$ cat config.mk
export PLATFORM = sky130hd
export DESIGN_NAME = placement_evaluator
export DESIGN_NICKNAME = d
export VERILOG_FILES = /design/src/rtl/placement_pkg.sv /design/src/rtl/placement_evaluator_edge_cost.sv /design/src/rtl/placement_evaluator.sv
export SDC_FILE = /design/constraint.sdc
export NUM_CORES = 1
export LEC_CHECK = 0
export BUFFER_PORTS_ARGS = -buffer_cell sky130_fd_sc_hd__buf_2
export CORE_MARGIN = 2
export CORE_UTILIZATION = 35
export CTS_BUF_LIST = sky130_fd_sc_hd__clkbuf_16
export CTS_CLUSTER_DIAMETER = 100
export CTS_CLUSTER_SIZE = 8
export DETAILED_ROUTE_END_ITERATION = 6
export PLACE_DENSITY = 0.58
export SLEW_MARGIN = 20
export SYNTH_ARGS = -nofsm -noshare
export SYNTH_HDL_FRONTEND = slang
export SYNTH_SLANG_ARGS = --single-unit
$ cat constraint.sdc
create_clock -name clk -period 9.8 [get_ports clk]
set_input_delay 0.98 -clock clk [delete_from_list [all_inputs] [get_ports clk]]
set_output_delay 0.98 -clock clk [all_outputs]
set_load 0.03 [all_outputs]
$ cat src/rtl/placement_pkg.sv
// Shared definitions for the placement engine and its read-side evaluator:
// FSM encoding, error codes and the EMPTY sentinel used in the pos/grid memories.
package placement_pkg;

  typedef enum logic [3:0] {
    S_IDLE,
    S_CHK_POS,
    S_CHK_POS_W,
    S_CHK_GRID,
    S_CHK_GRID_W,
    S_CHK_CMP,
    S_EDGE_RD,
    S_EDGE_W,
    S_POSA_RD,
    S_POSA_W,
    S_POSB_RD,
    S_POSB_W,
    S_ACC,
    S_DONE
  } state_t;

  localparam logic [1:0] ERR_OK       = 2'd0;
  localparam logic [1:0] ERR_UNPLACED = 2'd1;
  localparam logic [1:0] ERR_RANGE    = 2'd2;
  localparam logic [1:0] ERR_GRID     = 2'd3;

  localparam logic signed [31:0] EMPTY = -32'sd1;

endpackage

$ cat src/rtl/placement_evaluator_edge_cost.sv
// Combinational per-edge cost terms: |dx|+|dy|-1 and ceil(|dx|/2)+ceil(|dy|/2)-1.
// All values are DW-bit two's complement; results wrap like the accumulators.
module edge_cost
  import placement_pkg::*;
#(
  parameter int DW = 32
) (
  input  logic [DW-1:0] ax,
  input  logic [DW-1:0] ay,
  input  logic [DW-1:0] bx,
  input  logic [DW-1:0] by,
  output logic [DW-1:0] term,
  output logic [DW-1:0] term_1hop
);

  logic [DW-1:0] dx, dy, adx, ady, hx, hy;

  always_comb begin
    dx  = ax - bx;
    dy  = ay - by;
    adx = dx[DW-1] ? (-dx) : dx;
    ady = dy[DW-1] ? (-dy) : dy;
    hx  = (adx >> 1) + {{(DW-1){1'b0}}, adx[0]};
    hy  = (ady >> 1) + {{(DW-1){1'b0}}, ady[0]};
    term      = adx + ady - DW'(1);
    term_1hop = hx + hy - DW'(1);
  end

endmodule

$ cat src/rtl/placement_evaluator.sv
// Reads back pos/grid/edge memories, checks placement consistency, then sums wire costs.
// Every memory read has one wait state; start is ignored unless the FSM is idle.
module placement_evaluator
  import placement_pkg::*;
#(
  parameter int N_NODES = 5,
  parameter int GRID_N  = 5,
  parameter int N_EDGE  = 22,
  parameter int DW      = 32
) (
  input  logic          clk,
  input  logic          reset,
  input  logic          start,
  output logic          busy,
  output logic          done,
  output logic [1:0]    err,
  output logic [DW-1:0] err_node,
  output logic [DW-1:0] cost,
  output logic [DW-1:0] cost_1hop,
  output logic          reEA,
  output logic [DW-1:0] addrEA,
  input  logic [DW-1:0] doutEA,
  output logic          reEB,
  output logic [DW-1:0] addrEB,
  input  logic [DW-1:0] doutEB,
  output logic          rePX,
  output logic [DW-1:0] addrPX,
  input  logic [DW-1:0] doutPX,
  output logic          rePY,
  output logic [DW-1:0] addrPY,
  input  logic [DW-1:0] doutPY,
  output logic          reGrid,
  output logic [DW-1:0] addrGrid,
  input  logic [DW-1:0] doutGrid
);

  state_t        state, state_nxt;
  logic [DW-1:0] idx;
  logic [DW-1:0] ea_q, eb_q, ax_q, ay_q;
  logic          fail_q;
  logic [DW-1:0] term, term_1hop;
  logic          last_node, last_edge, unplaced, out_range, grid_bad;

  assign last_node = (idx == DW'(N_NODES - 1));
  assign last_edge = (idx == DW'(N_EDGE - 1));
  assign unplaced  = (doutPX == DW'(EMPTY)) || (doutPY == DW'(EMPTY));
  // Unsigned compare also catches negative coordinates other than EMPTY.
  assign out_range = (doutPX >= DW'(GRID_N)) || (doutPY >= DW'(GRID_N));
  assign grid_bad  = (doutGrid != idx);

  edge_cost #(.DW(DW)) u_edge_cost (
    .ax        (ax_q),
    .ay        (ay_q),
    .bx        (doutPX),
    .by        (doutPY),
    .term      (term),
    .term_1hop (term_1hop)
  );

  always_comb begin
    state_nxt = state;
    case (state)
      S_IDLE:       if (start) state_nxt = S_CHK_POS;
      S_CHK_POS:    state_nxt = S_CHK_POS_W;
      S_CHK_POS_W:  state_nxt = S_CHK_GRID;
      S_CHK_GRID:   state_nxt = S_CHK_GRID_W;
      S_CHK_GRID_W: state_nxt = S_CHK_CMP;
      // Range/unplaced failures still run out the node slot so failure latency is uniform.
      S_CHK_CMP: begin
        if (fail_q || grid_bad) state_nxt = S_DONE;
        else if (last_node)     state_nxt = S_EDGE_RD;
        else                    state_nxt = S_CHK_POS;
      end
      S_EDGE_RD:    state_nxt = S_EDGE_W;
      S_EDGE_W:     state_nxt = S_POSA_RD;
      S_POSA_RD:    state_nxt = S_POSA_W;
      S_POSA_W:     state_nxt = S_POSB_RD;
      S_POSB_RD:    state_nxt = S_POSB_W;
      S_POSB_W:     state_nxt = S_ACC;
      S_ACC:        state_nxt = last_edge ? S_DONE : S_EDGE_RD;
      S_DONE:       state_nxt = S_IDLE;
      default:      state_nxt = S_IDLE;
    endcase
  end

  always_comb begin
    busy     = (state != S_IDLE) && (state != S_DONE);
    done     = (state == S_DONE);
    reEA     = 1'b0;
    reEB     = 1'b0;
    rePX     = 1'b0;
    rePY     = 1'b0;
    reGrid   = 1'b0;
    addrEA   = '0;
    addrEB   = '0;
    addrPX   = '0;
    addrPY   = '0;
    addrGrid = '0;
    case (state)
      S_CHK_POS: begin
        rePX   = 1'b1;
        rePY   = 1'b1;
        addrPX = idx;
        addrPY = idx;
      end
      S_CHK_GRID: begin
        if (!unplaced && !out_range) begin
          reGrid   = 1'b1;
          addrGrid = doutPX * DW'(GRID_N) + doutPY;
        end
      end
      S_EDGE_RD: begin
        reEA   = 1'b1;
        reEB   = 1'b1;
        addrEA = idx;
        addrEB = idx;
      end
      S_POSA_RD: begin
        rePX   = 1'b1;
        rePY   = 1'b1;
        addrPX = ea_q;
        addrPY = ea_q;
      end
      S_POSB_RD: begin
        rePX   = 1'b1;
        rePY   = 1'b1;
        addrPX = eb_q;
        addrPY = eb_q;
      end
      default: ;
    endcase
  end

  always_ff @(posedge clk) begin
    if (!reset) begin
      state     <= S_IDLE;
      idx       <= '0;
      fail_q    <= 1'b0;
      ea_q      <= '0;
      eb_q      <= '0;
      ax_q      <= '0;
      ay_q      <= '0;
      err       <= ERR_OK;
      err_node  <= '0;
      cost      <= '0;
      cost_1hop <= '0;
    end else begin
      state <= state_nxt;
      case (state)
        S_IDLE: begin
          if (start) begin
            idx       <= '0;
            fail_q    <= 1'b0;
            err       <= ERR_OK;
            err_node  <= '0;
            cost      <= '0;
            cost_1hop <= '0;
          end
        end
        S_CHK_GRID: begin
          if (unplaced) begin
            fail_q   <= 1'b1;
            err      <= ERR_UNPLACED;
            err_node <= idx;
          end else if (out_range) begin
            fail_q   <= 1'b1;
            err      <= ERR_RANGE;
            err_node <= idx;
          end
        end
        S_CHK_CMP: begin
          if (!fail_q) begin
            if (grid_bad) begin
              err      <= ERR_GRID;
              err_node <= idx;
            end else begin
              idx <= last_node ? '0 : idx + DW'(1);
            end
          end
        end
        S_EDGE_W: begin
          ea_q <= doutEA;
          eb_q <= doutEB;
        end
        S_POSB_RD: begin
          ax_q <= doutPX;
          ay_q <= doutPY;
        end
        S_ACC: begin
          cost      <= cost + term;
          cost_1hop <= cost_1hop + term_1hop;
          idx       <= idx + DW'(1);
        end
        default: ;
      endcase
    end
  end

endmodule

==> results.py <==
metrics = {
    "sta": {
        "finalSetupTns_ps": 0,
        "slew_headroom_pct": 23.0,
        "worst_slew_pin_slew_ps": 1140,
        "setup_violations": 0,
        "hold_viol_final": 0,
        "fmax_mhz": 122,
        "fin_skew_ps": 65.7,
        "period_minus_slack_ps": 8210,
        "period_share_pct": 83.8,
        "slew_viol_final": 0,
        "rsz0062_at_grt": "false",
    },
    "placement": {
        "gp_congestion": 0.910,
        "hpwl_um": 67500,
        "port_buffers": 427,
        "numPlacedInstances": 4415,
    },
    "route": {
        "vias_per_cell": 5.10,
        "top_layer_used": "met5",
        "postRouteAntennaNets": 0,
        "drt_iter0_drc": 1590,
        "dr_total_vias": 22777,
        "dr.pass1.iters": 7,
        "wl_met2_um": 38700,
        "dr_wl_met3_um": 6320,
        "routedWlPerCell_um": 19.2,
        "routed_wl_um": 85600,
        "route.layer.met1.wl_um": 37800,
        "drc": 1,
    },
    "final_layout": {
        "final_util_pct": 40.5,
        "layout_commonest_cell": "inv_1",
        "area_growth_pct": 14.8,
        "fillers": 7386,
        "instances_no_fill": 4465,
        "layout-drive-gt1-share_pct": 15.9,
        "regArea_mm2": 0.00527,
        "most-common-layout-cells": "inv_1, buf_2, nand2_1, dfxtp_1, ha_1",
        "multi_input_area_mm2": 0.0172,
        "fin_nets": 4017,
    },
    "global_routing": {
        "grt_pass1_wl_um": 129000,
        "grtUsageTotal_pct": 22.4,
        "grt_pass1_vias": 21647,
        "grt-ovfl-total": 0,
        "grt_start_max_net_pins": 97,
        "antenna_found_initial": 15,
    },
    "cts": {
        "clk_pin_slew_worst_paths_ps": 50,
        "cts_resized": 0,
        "h-tree-depth": 2,
        "cts.sinks": 263,
        "clock_latency_ps": 590,
        "cts_tree": "done",
        "post_cts_buffers": 0,
        "cts_buffers": 40,
        "cts_hold_buf": 0,
        "cts-root-buf": "clkbuf_16",
        "max-clock-path-buffers": 3,
    },
    "worst_setup_path": {
        "worstSetupPathType": "input port to flop",
        "arrival_ps": 8630,
        "reg2reg_to": "cost[31]",
        "critPathLaunch": "doutPY[2]",
        "critPathCapture": "cost[31]",
        "r2r_cells": 32,
        "worstSetupEndpointType": "flop",
        "r2r_start": "ay_q[1]",
        "slowest_stage": "a21oi_1",
        "ff2ff_setup_slack_ps": 1870,
        "start_kind": "input port",
        "worstPathRequired_ps": 10230,
        "cpPeakStageDelay_ps": 440,
        "crit_fanout": 17,
    },
    "yosys": {
        "syn_area_per_cell_um2": 7.80,
        "synth_edf_count": 0,
        "syn-num-nets": 3728,
        "seq_area_frac_synth_pct": 21.0,
        "synth.distinct_cells": 91,
        "synth-seq-cells": 263,
        "synthFlopType": "dfxtp_1",
        "syn-instance-count": 3218,
        "syn_area_mm2": 0.0251,
        "async_reset_ff_share_pct": 0,
        "synth_warnings": 0,
    },
    "die": {
        "dieArea_mm2": 0.0739,
        "die_w_um": 272,
        "die_h_um": 272,
        "rows": 98,
        "coreArea_mm2": 0.0712,
        "initial_core_util_pct": 35.2,
        "num_io_pins": 428,
    },
    "pwr": {
        "p_leak_nw": 13.6,
        "p_total_mw": 4.26,
        "peakVddDrop_uv": 106,
        "power_density_mw_per_mm2": 148,
    },
    "hold_path": {
        "hp-class": "flop to flop",
    },
    "flow_run": {
        "drv_cap": 0,
    },
    "status": {
        "outcome": "finished, violations left",
        "violations": "design-rule violations",
    },
}
==> worst min-delay path by stage <==
stage | startpoint | endpoint | slack [ps] | cells after the start
6_report | ea_q[8] | ea_q[8] | 460 | 2
5_1_grt | ay_q[26] | ay_q[26] | 480 | 2
4_1_cts | eb_q[17] | eb_q[17] | 460 | 2
3_5_place_dp | eb_q[17] | eb_q[17] | 460 | 2
3_3_place_gp | eb_q[0] | eb_q[0] | 450 | 2
2_1_floorplan | eb_q[0] | eb_q[0] | 440 | 2
==> layer usage <==
metal / vias up / GRT usage, %
met5: - / 0
met4: 26 / 6.88
met3: 146 / 5.84
met2: 684 / 36.1
met1: 10571 / 29.3
li1: 11350 / -
==> registers in the layout (all words and copies together) (netlist names) <==
register / count
ax_q: 32
ay_q: 32
cost: 32
cost_1hop: 32
ea_q: 32
eb_q: 32
err_node: 32
idx: 32
state: 4
err: 2
fail_q: 1
==> worst max-delay path: cells and delay by family <==
| family | cells | cell delay (ps) |
|---|---|---|
| AOI/OAI and AO/OA | 19 | 4650 |
| xor gates and xnor gates | 3 | 560 |
| and+or+nand+nor | 3 | 210 |
| adders and majority gates | 5 | 1680 |
| buffers and inverters | 4 | 520 |
==> cells in the mapped netlist (36+ instances only) <==
cell type  number  area (µm²)
and2_1         36         225
nor2_1        156         586
nor2b_1        58         363
a21oi_1       153         766
buf_4          67         503
dfxtp_1       263        5270
a21o_1         61         458
nor4_1         44         275
xnor2_1       121        1060
nand4_1        40         250
ha_1          253        3170
fa_1           94        1880
a22oi_1        44         330
nand2_1       370        1390
nand3_1        78         390
o21ai_0        83         415
clkbuf_1      132         495
inv_1         449        1690
a21boi_0      164        1230
xor2_1        144        1260
nand2b_1       54         338
==> power breakdown <==
group | switching [mW] | total [mW] | leakage [nW] | internal (mW)
combinational | 1.06 | 1.84 | 10.9 | 0.775
clock | 0.561 | 1.35 | 0.565 | 0.785
sequential | 0.00887 | 1.08 | 2.12 | 1.07
==> cells by family (layout without fill, tap and decap cells) <==
kind of cell / Yosys count / in the layout / synth area share, %
mux: 1 / 1 / 0.0399
flops: 263 / 263 / 21.0
fa+ha+maj: 347 / 347 / 20.1
simple gates: 950 / 950 / 18.4
compound gates: 731 / 731 / 20.1
buf+inv: 659 / 954 / 11.0
other cells: 0 / 2 / 0
xor+xnor: 267 / 267 / 9.40
==> cell type report <==
cell class,instances,share of cell area [%]
Antenna cell,2,0.0174
Tap cell,950,4.12
Inverter,449,5.85
Multi-Input combinational cell,2296,59.5
Clock buffer,40,3.47
Timing Repair Buffer,457,8.22
Sequential cell,263,18.3
Clock inverter,8,0.543
==> per-stage QoR <==
step | hold slack [ps] | cell area, µm² | setup WS [ps]
4_1_cts | 464 | 28800 | 1750
3_5_place_dp | 458 | 27700 | 1230
2_1_floorplan | 443 | 25100 | 2120
3_3_place_gp | 452 | 27700 | 1270
5_1_grt | 483 | 28800 | 1050
6_report | 461 | 28800 | 1590
(Power assumes the default switching activity.)
